--- src/rtl/piso4_hs.sv ---
// Parallel-in serial-out converter: takes one NWORD-word block per handshake and emits it
// most-significant word first, one IWID-bit word per downstream handshake. The serial word port
// is named dout because "do" is a reserved word.
module piso4_hs #(
  parameter int IWID  = 12,
  parameter int NWORD = 4
) (
  input  logic                  clk,
  input  logic                  rst,
  input  logic [IWID*NWORD-1:0] di,
  input  logic                  di_valid,
  output logic                  di_ready,
  output logic [IWID-1:0]       dout,
  output logic                  do_valid,
  input  logic                  do_ready,
  output logic                  do_last
);

  localparam int BW = IWID * NWORD;
  localparam int CW = $clog2(NWORD);
  localparam logic [CW-1:0] CNT_LAST = CW'(NWORD - 1);

  localparam logic [0:0] ST_IDLE  = 1'b0;
  localparam logic [0:0] ST_SHIFT = 1'b1;

  logic [0:0]    state;
  logic [BW-1:0] sreg;
  logic [CW-1:0] cnt;

  logic          do_hs;
  logic          di_hs;

  assign do_valid = (state == ST_SHIFT);
  assign do_last  = do_valid & (cnt == CNT_LAST);
  assign dout     = sreg[BW-1 -: IWID];
  assign do_hs    = do_valid & do_ready;

  // A new block may enter while idle, or in the same cycle the final word of the current block leaves.
  assign di_ready = (state == ST_IDLE) | (do_hs & do_last);
  assign di_hs    = di_valid & di_ready;

  always_ff @(posedge clk or negedge rst) begin
    if (!rst) begin
      state <= ST_IDLE;
      sreg  <= '0;
      cnt   <= '0;
    end else if (di_hs) begin
      state <= ST_SHIFT;
      sreg  <= di;
      cnt   <= '0;
    end else if (do_hs) begin
      // Shifting on the final word too leaves the register all-zero, so dout reads 0 while idle.
      sreg <= {sreg[BW-IWID-1:0], {IWID{1'b0}}};
      if (do_last) begin
        state <= ST_IDLE;
        cnt   <= '0;
      end else begin
        cnt <= cnt + 1'b1;
      end
    end
  end

endmodule

--- config.mk ---
export PLATFORM = sky130hd
export DESIGN_NAME = piso4_hs
export DESIGN_NICKNAME = d
export VERILOG_FILES = /design/src/rtl/piso4_hs.sv
export SDC_FILE = /design/constraint.sdc
export NUM_CORES = 1
export LEC_CHECK = 0
export BUFFER_PORTS_ARGS = -buffer_cell sky130_fd_sc_hd__clkbuf_2
export CORE_ASPECT_RATIO = 1.1
export CORE_UTILIZATION = 55
export CTS_CLUSTER_DIAMETER = 60
export DETAILED_ROUTE_END_ITERATION = 6
export GPL_TIMING_DRIVEN = 1
export HOLD_SLACK_MARGIN = 0.08
export PLACE_DENSITY = 0.87
export SLEW_MARGIN = 0
export SYNTH_ARGS = -nofsm -noshare
export SYNTH_HDL_FRONTEND = slang
export SYNTH_SLANG_ARGS = --single-unit
--- constraint.sdc ---
create_clock -name clk -period 1.9 [get_ports clk]
set_input_delay 0.38 -clock clk [delete_from_list [all_inputs] [get_ports clk]]
set_output_delay 0.38 -clock clk [all_outputs]
set_load 0.02 [all_outputs]
After elaboration in Yosys (flattened, before gate mapping)

Cells that the tools add are included.
Widths: inputs -> output; s select.

$add $sub $neg: 1
Bitwise gates (word level): 6
Equal/unequal tests: 1
Muxes and demuxes: 8
Reduce and logical (&&, ||, !) cells: 3

Operator list:

| cell                | number |
|---|---|
| $mux 48             | 2 |
| $mux 2              | 3 |
| $and 1x1->1         | 4 |
| $reduce_bool 2->1   | 2 |
| $mux 1              | 3 |
| $add 2x1->2 const B | 1 |
| $eq 2x2->1 const B  | 1 |
| $reduce_and 2->1    | 1 |
| $not 1->1           | 1 |
| $or 1x1->1          | 1 |

Register bits after elaboration: 51

Longest topological paths before layout

Depth after elaboration: 7
Gate-level depth with buffers: 6
Mapped depth without buffers: 4

Worst setup path after synthesis

OpenSTA, ideal clock, no wires.

Kind: register to output
Start point: register state (netlist: do_valid)
End point: output port do_last
Stages on the path, launching flop included: 5
Slack: 0.297 ns
Arrival: 1.223 ns
Required time: 1.520 ns
Buffers on the path: 3
Path through: dfrtp_1 buf_6 buf_4 buf_2 and2_1

Cells in the longest elaborated chain, start to end: 1

Ends and longest elaborated chain:

| element                | RTL line | source |
|---|---|---|
| start, declared        | 26       | `logic [0:0] state;` |
| start signal, assigned | 44       | `state <= ST_IDLE;` |
| start signal, assigned | 48       | `state <= ST_SHIFT;` |
| start signal, assigned | 55       | `state <= ST_IDLE;` |
| $and 1x1->1            | 34       | `assign do_last = do_valid & (cnt == CNT_LAST);` |
| end, declared          | 16       | `output logic do_last` |

No other way between the ends.

Worst setup path in the final report

Start point: register state (netlist: do_valid)
End point: output port do_valid

RTL lines:

| element       | RTL line | source |
|---|---|---|
| end, declared | 14       | `output logic do_valid,` |

No word-level cell between the ends.

==> out/results.tsv <==
stage	metric	value	unit
outcome	status	finished clean	
yosys	async_reset_ff_frac	1.00	
yosys	netlist_area	3100	um2
setup_path	slowest_delay	0.51	ns
drt	dr.pass1.iters	4	
clock_tree	numCtsBuffers	5	
yosys	yosysSeqAreaShare	0.412	
setup_path	rr_worst_depth	4	
drt	final_antenna_net_count	0	
clock_tree	clock_sinks	51	
yosys	synthTopCellsByCount	51 x dfrtp_1, 36 x o22ai_1, 35 x mux2_2	
yosys	synth-seq-cells	51	
floorplan	fp.dieH	80.7	um
setup_path	crit_fanout	33	
setup_path	worstReg2RegStart	cnt[0]$_DFFE_PN0P_	
yosys	avgSynthCellArea	10.8	um2
placement	dp_slack	0.240	ns
setup_path	cp_num_buf_inv	2	
sta	timing.fmax	554	MHz
floorplan	std_cell_rows	28	
cells_and_area	post-route-util	0.650	
floorplan	ios	67	
drt	drtIter0Drc	195	
sta	hold_ws	0.276	ns
yosys	yosysTopAreaCell	dfrtp_1	
sta	fin_crit	1.80	ns
yosys	synth_flop_cell	dfrtp_1	
placement	port_buffers	66	
cells_and_area	diodes	0	
yosys	synth_warnings	0	
yosys	synthDominantCellAreaShare	0.412	
sta	skew	0.00813	ns
sta	slew_headroom	0.679	
run	maxCapViolCount	0	
yosys	synth_most_common_cell	dfrtp_1	
yosys	synth-edff-count	0	
cells_and_area	final_nets	390	
global_route	grt_pass1_wl	11.4	mm
global_route	grt_use_total	0.253	
sta	setup_viol	0	
placement	routabilityCongestion	0.854	
sta	final.setup.tns	0	ns
sta	slew_violations	0	
floorplan	core	5400	um2
setup_path	reg2reg_slack	0.31	ns
clock_tree	cts_tree	done	
sta	hold_viol_final	0	
yosys	yosys-top-cells-area	dfrtp_1 41%, mux2_2 13%, mux2i_1 7.7%	
min_path	whs_path_depth	2	
power	power.density	1340	nW/um2
global_route	overflow	0	
global_route	grt_max_degree	52	
clock_tree	ctsRootBufferMaster	clkbuf_8	
min_path	hold_end	sreg[9]$_DFFE_PN0P_	
cells_and_area	syn_to_final_growth	13.2	%
yosys	ys_types	25	
setup_path	critical_path.cell_chain	buf_4 > clkbuf_2	
drt	avgViaCountPerCell	6.06	
setup_path	required	1.52	ns
sta	grt_setup_unrepaired	false	
floorplan	dieWidth	73.6	um
drt	routed-via-count	2503	
floorplan	initial_utilization	0.575	
drt	finalWirelength	7.02	mm
setup_path	reg2reg_to	sreg[27]$_DFFE_PN0P_	
clock_tree	clock_latency	0.31	ns
floorplan	fp.dieArea	5940	um2
clock_tree	h-tree-depth	2	
setup_path	end_kind	output pin	
clock_tree	clock_path_buffers	2	
sta	finalWorstSetupSlack	0.0962	ns
drt	remaining_drc_errors	0	
min_path	hold_class	in2reg	
cells_and_area	drive_gt1_frac	0.382	
global_route	antenna_found_initial	0	
placement	hpwl	4.93	mm
clock_tree	clkTransAtPathRegs	0.10	ns
yosys	netlist_instances	288	
min_path	hp-start	di[9]	
setup_path	path_class	reg2out	
setup_path	cp_top_family	buffers and inverters	
yosys	synth_nets	341	
power	power.leakage	1.71	nW
sta	worst_pin_slew	0.482	ns
power	vdd_drop_max	0.592	mV
setup_path	arrival	1.42	ns
sta	fin_crit_sh	0.949	
power	finalPower	4.69	mW
global_route	grt_pass1_vias	2376	
setup_path	slowest_stage	dfrtp_2	
setup_path	critPathLaunchType	flop	
drt	post_drt_wl_per_cell	17.0	um
cells_and_area	num-fill-cells	458	
power breakdown:
group / switching, mW / internal [mW] / total (mW) / leakage, nW
Sequential: 0.342 / 1.51 / 1.85 / 0.609
Combinational: 0.990 / 0.951 / 1.94 / 1.04
Clock: 0.370 / 0.527 / 0.896 / 0.0654
layout make-up:
cell class	instances	area (um2)	share of cell area
clock buffers	6	72.6	0.0207
clock inverters	2	60.1	0.0171
inverters	1	3.75	0.00107
multi-input cells	198	1550	0.442
flip-flops and latches	51	1280	0.364
well taps	75	93.8	0.0267
repair buffers	80	450	0.128
worst max path at each step:
stage	from	to	slack (ns)	cells past startpoint
floorplan	do_valid$_DFFE_PN0P_	do_last	0.30	4
global placement	cnt[0]$_DFFE_PN0P_	di_ready	0.32	4
detailed placement	do_ready	sreg[27]$_DFFE_PN0P_	0.24	5
CTS	cnt[0]$_DFFE_PN0P_	di_ready	0.002	4
global route	do_valid$_DFFE_PN0P_	do_valid	0.03	2
finish	do_valid$_DFFE_PN0P_	do_valid	0.1	2
sequential cells by signal, summed over array words and instances (netlist names):
register,flops
sreg,48
cnt,2
do_valid,1
per-stage QoR:
step                instances  cell area (um2)
global route              413             3510
detailed placement        404             3360
global placement          404             3360
finish                    413             3510
floorplan                 288             3100
CTS                       413             3510
cell families after synthesis:
kind of cell	Yosys count	share of synthesized area
flops	51	0.412
mux	62	0.216
buf+inv	39	0.0916
fa+ha+maj	1	0.00403
simple gates	48	0.0892
compound gates	87	0.187
cell usage in the layout (no fill, tap or decap):
master / instances
clkbuf_2: 66
dfrtp_1: 50
o22ai_1: 36
mux2_2: 35
nand2b_1: 26
mux2i_1: 24
a21oi_1: 24
nor2_1: 14
a22o_1: 13
o32ai_1: 12
buf_4: 12
clkbuf_8: 5
and2_1: 2
mux2_1: 2
nand2_1: 2
bufinv_16: 2
a21boi_4: 1
inv_1: 1
nand2_4: 1
nand3_2: 1
mux2i_2: 1
nor2b_4: 1
or2_2: 1
o21ai_1: 1
ha_2: 1
clkbuf_1: 1
dfrtp_2: 1
dlygate4sd3_1: 1
buf_12: 1
layer usage:
metal / global-route usage / part of all wire
met1: 0.337 / 0.44
met2: 0.418 / 0.49
met3: 0.0459 / 0.058
met4: 0.0750 / 0.012
met5: 0 / 0
repair_timing:
item / CTS / global route
endpoints found under the hold margin: 51 / 0
hold buffers: 1 / 0
setup buffers: 0 / 0
resized for setup: 1 / 1
endpoints found under the setup margin: 1 / 1
pin swaps: 1 / 0
worst reg2reg max path, cell delays in order (launching register included):
cell and delay, ns:
dfrtp_1 0.42, ha_2 0.27, and2_1 0.33, o32ai_1 0.37, nor2_1 0.09
(Power assumes the default switching activity.)
